**src/rtl/alu_pkg.sv**
```systemverilog
// Shared types and defaults for the ALU arbiter: opcode encoding, FSM states
// and default widths.
package alu_pkg;

    localparam int DATA_W_DEF = 32;
    localparam int OP_W_DEF   = 2;

    typedef enum logic [OP_W_DEF-1:0] {
        OP_ADD = 2'b00,
        OP_SUB = 2'b01,
        OP_AND = 2'b10,
        OP_OR  = 2'b11
    } alu_op_e;

    typedef enum logic [1:0] {
        ST_IDLE = 2'b00,
        ST_EXEC = 2'b01,
        ST_RESP = 2'b10
    } arb_state_e;

endpackage

```
**src/rtl/alu_arbiter_if.sv**
```systemverilog
// Bundle of the two requester channels and the response channel of the ALU
// arbiter. master = requesters/consumer side, slave = arbiter side.
// Optional flag signals exist only when ALU_ARB_FLAGS_EN is defined.
interface alu_arbiter_if #(
    parameter int DATA_W = 32,
    parameter int OP_W   = 2
);
    logic              req0_valid;
    logic              req0_ready;
    logic [OP_W-1:0]   req0_op;
    logic [DATA_W-1:0] req0_a;
    logic [DATA_W-1:0] req0_b;

    logic              req1_valid;
    logic              req1_ready;
    logic [OP_W-1:0]   req1_op;
    logic [DATA_W-1:0] req1_a;
    logic [DATA_W-1:0] req1_b;

    logic              rsp_valid;
    logic              rsp_ready;
    logic              rsp_id;
    logic [DATA_W-1:0] rsp_data;
    logic              busy;
`ifdef ALU_ARB_FLAGS_EN
    logic              rsp_zero;
    logic              rsp_carry;
`endif

    modport master (
        output req0_valid, req0_op, req0_a, req0_b,
        output req1_valid, req1_op, req1_a, req1_b,
        output rsp_ready,
        input  req0_ready, req1_ready,
        input  rsp_valid, rsp_id, rsp_data, busy
`ifdef ALU_ARB_FLAGS_EN
        , input rsp_zero, rsp_carry
`endif
    );

    modport slave (
        input  req0_valid, req0_op, req0_a, req0_b,
        input  req1_valid, req1_op, req1_a, req1_b,
        input  rsp_ready,
        output req0_ready, req1_ready,
        output rsp_valid, rsp_id, rsp_data, busy
`ifdef ALU_ARB_FLAGS_EN
        , output rsp_zero, rsp_carry
`endif
    );
endinterface

```
**src/rtl/alu_core.sv**
```systemverilog
// Shared combinational ALU: add/sub wrap modulo 2^DATA_W, and/or bitwise.
// With ALU_ARB_FLAGS_EN, carry_o is add carry-out or sub borrow (a < b).
module alu_core
    import alu_pkg::*;
#(
    parameter int DATA_W = DATA_W_DEF
) (
    input  alu_op_e           op_i,
    input  logic [DATA_W-1:0] a_i,
    input  logic [DATA_W-1:0] b_i,
`ifdef ALU_ARB_FLAGS_EN
    output logic              carry_o,
`endif
    output logic [DATA_W-1:0] result_o
);

`ifdef ALU_ARB_FLAGS_EN
    logic [DATA_W:0] sum_w;
    assign sum_w = {1'b0, a_i} + {1'b0, b_i};

    // Result and flag selection by opcode
    always_comb begin
        result_o = '0;
        carry_o  = 1'b0;
        case (op_i)
            OP_ADD: begin
                result_o = sum_w[DATA_W-1:0];
                carry_o  = sum_w[DATA_W];
            end
            OP_SUB: begin
                result_o = a_i - b_i;
                carry_o  = (a_i < b_i);
            end
            OP_AND: result_o = a_i & b_i;
            OP_OR:  result_o = a_i | b_i;
            default: result_o = '0;
        endcase
    end
`else
    // Result selection by opcode
    always_comb begin
        result_o = '0;
        case (op_i)
            OP_ADD:  result_o = a_i + b_i;
            OP_SUB:  result_o = a_i - b_i;
            OP_AND:  result_o = a_i & b_i;
            OP_OR:   result_o = a_i | b_i;
            default: result_o = '0;
        endcase
    end
`endif

endmodule

```
**src/rtl/alu_arbiter.sv**
```systemverilog
// Two-requester round-robin arbiter in front of one shared ALU.
// IDLE grants and captures, EXEC computes and registers, RESP holds the
// result until the consumer takes it. Optional flags: ALU_ARB_FLAGS_EN.
module alu_arbiter
    import alu_pkg::*;
#(
    parameter int DATA_W = DATA_W_DEF,
    parameter int OP_W   = OP_W_DEF
) (
    input  logic         clk,
    input  logic         rst,
    alu_arbiter_if.slave bus
);

    arb_state_e        state_q, state_d;
    logic              last_q;          // requester served most recently
    logic [OP_W-1:0]   op_q;
    logic [DATA_W-1:0] a_q, b_q;
    logic              id_q;
    logic [DATA_W-1:0] rsp_data_q;
    logic              rsp_id_q;

    logic              accept_w;
    logic              grant_w;
    logic [DATA_W-1:0] alu_res_w;

`ifdef ALU_ARB_FLAGS_EN
    logic              alu_carry_w;
    logic              rsp_zero_q, rsp_carry_q;
`endif

    alu_core #(.DATA_W(DATA_W)) u_core (
        .op_i     (alu_op_e'(op_q)),
        .a_i      (a_q),
        .b_i      (b_q),
`ifdef ALU_ARB_FLAGS_EN
        .carry_o  (alu_carry_w),
`endif
        .result_o (alu_res_w)
    );

    // Next state, grant and ready generation; ready only ever in IDLE
    always_comb begin
        state_d        = state_q;
        accept_w       = 1'b0;
        grant_w        = 1'b0;
        bus.req0_ready = 1'b0;
        bus.req1_ready = 1'b0;
        case (state_q)
            ST_IDLE: begin
                if (bus.req0_valid || bus.req1_valid) begin
                    accept_w = 1'b1;
                    // on contention serve whoever was not served last
                    grant_w  = (bus.req0_valid && bus.req1_valid) ? ~last_q : bus.req1_valid;
                    bus.req0_ready = ~grant_w;
                    bus.req1_ready = grant_w;
                    state_d  = ST_EXEC;
                end
            end
            ST_EXEC: state_d = ST_RESP;
            ST_RESP: if (bus.rsp_ready) state_d = ST_IDLE;
            default: state_d = ST_IDLE;
        endcase
    end

    // State register and round-robin pointer
    always_ff @(posedge clk or posedge rst) begin
        if (rst) begin
            state_q <= ST_IDLE;
            last_q  <= 1'b1;
        end else begin
            state_q <= state_d;
            if (state_q == ST_RESP && bus.rsp_ready)
                last_q <= rsp_id_q;
        end
    end

    // Operand capture on accept; operands are not re-sampled afterwards
    always_ff @(posedge clk or posedge rst) begin
        if (rst) begin
            op_q <= '0;
            a_q  <= '0;
            b_q  <= '0;
            id_q <= 1'b0;
        end else if (accept_w) begin
            op_q <= grant_w ? bus.req1_op : bus.req0_op;
            a_q  <= grant_w ? bus.req1_a  : bus.req0_a;
            b_q  <= grant_w ? bus.req1_b  : bus.req0_b;
            id_q <= grant_w;
        end
    end

    // Result registers loaded in EXEC, held through RESP
    always_ff @(posedge clk or posedge rst) begin
        if (rst) begin
            rsp_data_q <= '0;
            rsp_id_q   <= 1'b0;
        end else if (state_q == ST_EXEC) begin
            rsp_data_q <= alu_res_w;
            rsp_id_q   <= id_q;
        end
    end

`ifdef ALU_ARB_FLAGS_EN
    // Flag registers loaded alongside the result
    always_ff @(posedge clk or posedge rst) begin
        if (rst) begin
            rsp_zero_q  <= 1'b0;
            rsp_carry_q <= 1'b0;
        end else if (state_q == ST_EXEC) begin
            rsp_zero_q  <= (alu_res_w == '0);
            rsp_carry_q <= alu_carry_w;
        end
    end
    assign bus.rsp_zero  = rsp_zero_q;
    assign bus.rsp_carry = rsp_carry_q;
`endif

    assign bus.rsp_valid = (state_q == ST_RESP);
    assign bus.busy      = (state_q != ST_IDLE);
    assign bus.rsp_data  = rsp_data_q;
    assign bus.rsp_id    = rsp_id_q;

endmodule

```
**src/flat_wrapper.sv**
```systemverilog
// flat-port wrapper written by rule: the top's interface ports become plain ports
module alu_arbiter_flat import alu_pkg::*;
#(
    parameter int DATA_W = DATA_W_DEF,
    parameter int OP_W   = OP_W_DEF
)
  (clk, rst, bus_req0_valid, bus_req0_op, bus_req0_a, bus_req0_b, bus_req1_valid, bus_req1_op, bus_req1_a, bus_req1_b, bus_rsp_ready, bus_req0_ready, bus_req1_ready, bus_rsp_valid, bus_rsp_id, bus_rsp_data, bus_busy);
  alu_arbiter_if #(.DATA_W(DATA_W), .OP_W(OP_W)) bus_i ();
  input  logic clk;
  input  logic rst;
  input wire logic [$bits(bus_i.req0_valid)-1:0] bus_req0_valid;
  input wire logic [$bits(bus_i.req0_op)-1:0] bus_req0_op;
  input wire logic [$bits(bus_i.req0_a)-1:0] bus_req0_a;
  input wire logic [$bits(bus_i.req0_b)-1:0] bus_req0_b;
  input wire logic [$bits(bus_i.req1_valid)-1:0] bus_req1_valid;
  input wire logic [$bits(bus_i.req1_op)-1:0] bus_req1_op;
  input wire logic [$bits(bus_i.req1_a)-1:0] bus_req1_a;
  input wire logic [$bits(bus_i.req1_b)-1:0] bus_req1_b;
  input wire logic [$bits(bus_i.rsp_ready)-1:0] bus_rsp_ready;
  output wire logic [$bits(bus_i.req0_ready)-1:0] bus_req0_ready;
  output wire logic [$bits(bus_i.req1_ready)-1:0] bus_req1_ready;
  output wire logic [$bits(bus_i.rsp_valid)-1:0] bus_rsp_valid;
  output wire logic [$bits(bus_i.rsp_id)-1:0] bus_rsp_id;
  output wire logic [$bits(bus_i.rsp_data)-1:0] bus_rsp_data;
  output wire logic [$bits(bus_i.busy)-1:0] bus_busy;
  assign bus_i.req0_valid = bus_req0_valid;
  assign bus_i.req0_op = bus_req0_op;
  assign bus_i.req0_a = bus_req0_a;
  assign bus_i.req0_b = bus_req0_b;
  assign bus_i.req1_valid = bus_req1_valid;
  assign bus_i.req1_op = bus_req1_op;
  assign bus_i.req1_a = bus_req1_a;
  assign bus_i.req1_b = bus_req1_b;
  assign bus_i.rsp_ready = bus_rsp_ready;
  assign bus_req0_ready = bus_i.req0_ready;
  assign bus_req1_ready = bus_i.req1_ready;
  assign bus_rsp_valid = bus_i.rsp_valid;
  assign bus_rsp_id = bus_i.rsp_id;
  assign bus_rsp_data = bus_i.rsp_data;
  assign bus_busy = bus_i.busy;
  alu_arbiter #(.DATA_W(DATA_W), .OP_W(OP_W)) u_core (.clk(clk), .rst(rst), .bus(bus_i));
endmodule
```
**config.mk**
```make
export PLATFORM = sky130hd
export DESIGN_NAME = alu_arbiter_flat
export DESIGN_NICKNAME = d
export VERILOG_FILES = /design/src/rtl/alu_pkg.sv /design/src/rtl/alu_arbiter_if.sv /design/src/rtl/alu_core.sv /design/src/rtl/alu_arbiter.sv /design/src/flat_wrapper.sv
export SDC_FILE = /design/constraint.sdc
export NUM_CORES = 1
export LEC_CHECK = 0
export ABC_AREA = 1
export CAP_MARGIN = 40
export CORE_MARGIN = 2
export CORE_UTILIZATION = 50
export CTS_CLUSTER_DIAMETER = 150
export DETAILED_ROUTE_END_ITERATION = 6
export GPL_TIMING_DRIVEN = 0
export PLACE_DENSITY = 0.73
export SLEW_MARGIN = 20
export SYNTH_ARGS = -nofsm -noshare
export SYNTH_HDL_FRONTEND = slang
export SYNTH_HIERARCHICAL = 1
export SYNTH_SLANG_ARGS = --single-unit
```
**constraint.sdc**
```tcl
create_clock -name clk -period 7.1 [get_ports clk]
set_input_delay 1.42 -clock clk [delete_from_list [all_inputs] [get_ports clk]]
set_output_delay 1.42 -clock clk [all_outputs]
set_load 0.005 [all_outputs]
```
Yosys cells after proc, flatten, opt, wreduce, memory -nomap -nowiden:

Index checks and enable logic that the tools add are counted.

* input port bits: 137
* word-level logic and storage cells: 42
* output and inout port bits: 37
* bits in registers: 103

* add/subtract/negate cells: 2
* bitwise logic cells: 4
* reduce and logical (&&, ||, !) cells: 7
* eq/ne operators: 7
* multiplexer cells: 14

Operators by type and width (number)
* $pmux W32 S4: 1
* $mux W32: 2
* $add A32 B32 Y32: 1
* $and A32 B32 Y32: 1
* $or A32 B32 Y32: 1
* $sub A32 B32 Y32: 1
* $mux W1: 7
* $eq A2 B2 Y1 const B: 3
* $mux W2: 3
* $pmux W2 S3: 1
* $eq A2 B1 Y1 const B: 2
* $logic_not A2 Y1: 2
* $ne A2 B2 Y1 const B: 2
* $logic_and A1 B1 Y1: 2
* $not A1 Y1: 2
* $reduce_and A2 Y1: 1
* $reduce_bool A2 Y1: 1
* $logic_or A1 B1 Y1: 1

Longest topological paths before layout:

* depth in word-level cells: 5
* gate-level depth with buffers: 24
* mapped depth without buffers: 24

By module:

Netlist, hierarchy kept.

By module, submodules not included
* alu_arbiter: seq. area each 2578.7 µm², cells each 735, area each 5270.1 µm², times used 1
* alu_core: seq. area each 0.0 µm², cells each 805, area each 3935.0 µm², times used 1

Worst setup path before layout:

OpenSTA, ideal clock, no wires.

* path type: input to output
* from: input bus_req1_valid
* to: output bus_req0_ready
* setup slack: 3.598 ns
* data required time: 5.680 ns
* data arrival time: 2.082 ns
* stages on the path: 6
* cells stage by stage: buf_4 inv_1 nand2_2 nand3_2 buf_2 inv_1

* word-level cells in the longest chain between the ends: 5
* elaborated cells between the ends (all ways): 6

Ends and longest elaborated chain
* from (decl): line flat_wrapper.sv:15 `input wire logic [$bits(bus_i.req1_valid)-1:0] bus_req1_valid;`
* $logic_and A1 B1 Y1: line alu_arbiter.sv:54 `grant_w = (bus.req0_valid && bus.req1_valid) ? ~last_q : bus.req1_valid;`
* $mux W1: line alu_arbiter.sv:54
* $not A1 Y1: line alu_arbiter.sv:55 `bus.req0_ready = ~grant_w;`
* $mux W1 *: line alu_arbiter.sv:51 `if (bus.req0_valid || bus.req1_valid) begin`
* $mux W1 *: line alu_arbiter.sv:49 `case (state_q)`
* to (decl): line flat_wrapper.sv:20 `output wire logic [$bits(bus_i.req0_ready)-1:0] bus_req0_ready;`

Every way passes the cells marked *; elsewhere a longest branch is shown, timed or not.

Final worst setup path:

* from: input bus_req0_valid
* to: output bus_req0_ready

* word-level cells in the longest chain between the ends: 5
* elaborated cells between the ends (all ways): 6

Ends and longest elaborated chain
* from (decl): line flat_wrapper.sv:11 `input wire logic [$bits(bus_i.req0_valid)-1:0] bus_req0_valid;`
* $logic_and A1 B1 Y1: line alu_arbiter.sv:54
* $mux W1: line alu_arbiter.sv:54
* $not A1 Y1: line alu_arbiter.sv:55
* $mux W1 *: line alu_arbiter.sv:51
* $mux W1 *: line alu_arbiter.sv:49

Marked as above.

==> summary.txt <==
Routing
  – Remaining DRCs: 0
  – Mean number of vias per cell: ~5.2
  – Routed wire per std cell: 15.8 µm
  – Antenna Violating Nets Remaining: 0
  – Routed via count: between 10000 and 15000
  – Pre-Repair DR Iteration Count: 6
  – Initial DRC count: roughly 1000
  – Routed wire length: approximately 31000 µm

Layout
  – Area of the multi-input gates: about 5400 µm²
  – Layout net count: 1896
  – # fillers: ~1800
  – Area Overhead vs Synth: 25.2%
  – Layout cells sized above 1: under 10%
  – Finished Layout Cells: ~2000
  – Sequential Area: between 2000 and 3000 µm²
  – # diodes: 0
  – Fin area: about 12000 µm²

Power and ir drop
  – Total power: approximately 6700 µW
  – PwrDens: around 580 nW/µm²
  – Pleak: between 0.006 and 0.007 µW
  – Seq pwr share: about a fifth
  – Sw frac: a little under three fifths
  – Clock share of power: ~7.5%
  – Max VDD drop: approximately 0.30 mV
  – Sw power: around 3800 µW
  – Internal: ~2900 µW
  – Logic pwr share: 73.6%

Clock network
  – Cts hold-fix bufs: 0
  – Sink Count: just over 100
  – Clock-pin slew of the registers on the worst-case setup and hold paths: approximately 0.08 ns
  – Clock latency on the worst-skew pair: 0.37 ns
  – Clock buffer depth: 2
  – Setup Fix Bufs, Post-CTS: 0
  – Root Buffer: clkbuf_16
  – Post-CTS Resized: 0
  – Total CTS buffers: 9
  – CTS tree: yes
  – H-tree depth: 3

STA
  – Slew Viols, Final: 0
  – RSZ-0062 raised after global routing: no
  – Slew of the pin with the lowest slew margin: 0.532 ns
  – Fmax: around 220 MHz
  – Setup violations, final: 0
  – Sum Neg Setup Slack: 0 ns
  – Crit path time final: 4.62 ns
  – Skew final: between 0.015 and 0.02 ns
  – Final Cycle Share: 65.0%
  – Slew HR: between 60% and 70%
  – Final Hold Viols: 0

Worst setup path
  – Endpoint type of the worst setup path: output pin
  – Crit path kind: input port to output pin
  – Startpoint types: input port
  – Crit Reg-Reg Startpoint: u_core/b_q[1]
  – Max FO, Critical Path: 10
  – WP data required: 5.68 ns
  – Crit. Startpoint: bus_req0_valid
  – Crit path DAT: 3.20 ns

Global routing
  – First-pass GRT wire length: 49200 µm
  – Pin count of the biggest net entering global routing: 73
  – GRT Total Usage: between 30% and 40%
  – Gr ovfl total: 0
  – Vias in the first global route: 9777
  – Initial antenna violation count: 0

Place
  – I/O Buffers: around 170
  – Gpl congestion: roughly 0.99
  – Area of placed instances: between 10000 and 15000 µm²
  – DP HPWL: roughly 25000 µm
  – DP Cell Count: about 2000

Die
  – Core ar.: 18000 µm²
  – Die X: ~140 µm
  – # rows: approximately 50
  – Die Y: ~140 µm
  – Die area: between 15000 and 20000 µm²
  – Number of top-level pins: 174
  – Initial core utilization: 51.1%

Yosys
  – Yosys warns: 6
  – Yosys reg bits: slightly above 100
  – Share of the synthesized area in the top cell type: between 20 and 30%
  – Cells after Synth: ~1500
  – EDFF count, synth: 0
  – Most common cell in the netlist: nand2_1
  – Synth top cells by count: nand2_1, inv_1, nand3_1
  – Ranking of synthesized cells by area: dfrtp_1, nand2_1, nand3_1
  – Syn Area/Cell: 5.98 µm²
  – Post-synth cell types: 40
  – Cell Area, Synth: just over 9000 µm²
  – Syn nets: roughly 1700
  – Synth area leader: dfrtp_1
  – Ys async rst share: 100%
  – Sequential-to-total area share from yosys stat: around 28%
  – Ys flop type: dfrtp_1

Run
  – Max Cap Viol: 0

Worst hold path
  – Hold Path Origin: u_core/last_q
  – Min-Delay Path Class: flip-flop to flip-flop

Status
  – Status: completed
-- worst paths after layout --
path | to | slack (ns) | depth (start not counted)
min in group asynchronous | u_core/a_q[1] | 1.38 | 2
hold / removal | u_core/last_q | 0.47 | 2
hold reg to reg | u_core/last_q | 0.47 | 2
setup / recovery | bus_req0_ready | 2.48 | 7
setup reg to reg | u_core/bus.rsp_data[25] | 3.59 | 21
max in group asynchronous | u_core/last_q | 5.03 | 3
-- final cells by class --
cell class | instances | area share, %
flip-flops and latches | 103 | 22.4
inverters | 238 | 7.79
plain buffers | 57 | 2.77
repair buffers | 173 | 15.2
well taps | 229 | 2.49
clock inverters | 5 | 0.347
clock buffers | 11 | 2.11
multi-input cells | 1142 | 47.0
-- power by group through the flow --
stage / Sequential (µW) / Clock, µW / Combinational (µW)
floorplan: 1140 / 0 / 3510
global placement: 1250 / 0 / 4760
detailed placement: 1270 / 0 / 4820
CTS: 1260 / 502 / 4850
global route: 1320 / 528 / 5560
finish: 1270 / 502 / 4950
-- cell families (layout without fill, tap and decap cells) --
family	count (synthesis)	count (layout)	synth area share [%]
and+or+nand+nor	974	974	44.7
buffers and inverters	295	484	13.2
AOI/OAI and AO/OA	103	103	6.47
DFF	103	103	28.0
adders and majority gates	35	35	4.84
xor gates and xnor gates	30	30	2.85
-- worst max-delay path, stage by stage --
cell	delay (ns)
clkdlybuf4s50_1	0.49
nand2_1	0.20
nand2_1	0.13
nand3_2	0.16
buf_2	0.24
inv_1	0.06
clkdlybuf4s50_1	0.49
-- state kept, by name, indices dropped and copies added, names as in the netlist --
| signal | count |
|---|---|
| u_core/a_q | 32 |
| u_core/b_q | 32 |
| u_core/bus.rsp_data | 32 |
| u_core/bus.rsp_id | 1 |
| u_core/id_q | 1 |
| u_core/last_q | 1 |
| u_core/op_q | 2 |
| u_core/state_q | 2 |
-- stage by stage --
step	setup WS, ns	util, %	hold WS [ns]
finish	2.48	64.0	0.466
global route	2.38	64.0	0.475
CTS	2.48	64.0	0.466
detailed placement	2.49	62.4	0.454
global placement	1.48	62.2	0.450
floorplan	2.98	-	0.442
-- placed cells by master (no fill, tap or decap), types with 2 or more instances in the layout --
master	count
clkbuf_16	9
inv_6	2
clkinvlp_4	2
o211ai_1	4
and2_1	2
nor3_1	10
o21ai_0	31
o21ai_1	2
nand3_2	4
o21bai_1	7
nor2_1	117
clkbuf_1	18
a31oi_1	18
buf_6	4
inv_2	19
nand2_1	609
o31ai_1	2
nand4_1	35
buf_2	24
xor2_1	24
ha_1	34
xnor2_1	6
inv_1	218
nand2_2	9
nand3b_1	6
dfrtp_1	102
nand3_1	169
nand4_2	2
clkdlybuf4s50_1	172
buf_4	12
nor2_2	6
a21oi_1	34
-- per-layer routing --
layer / vias to the layer above / track usage (%) / wire length, µm
met1: 4617 / 43.4 / 14000
met5: - / 0 / 0
met4: 0 / 10.3 / 798
li1: 5169 / - / -
met2: 413 / 52.1 / 14100
met3: 57 / 4.82 / 2070
(Power assumes the default switching activity.)
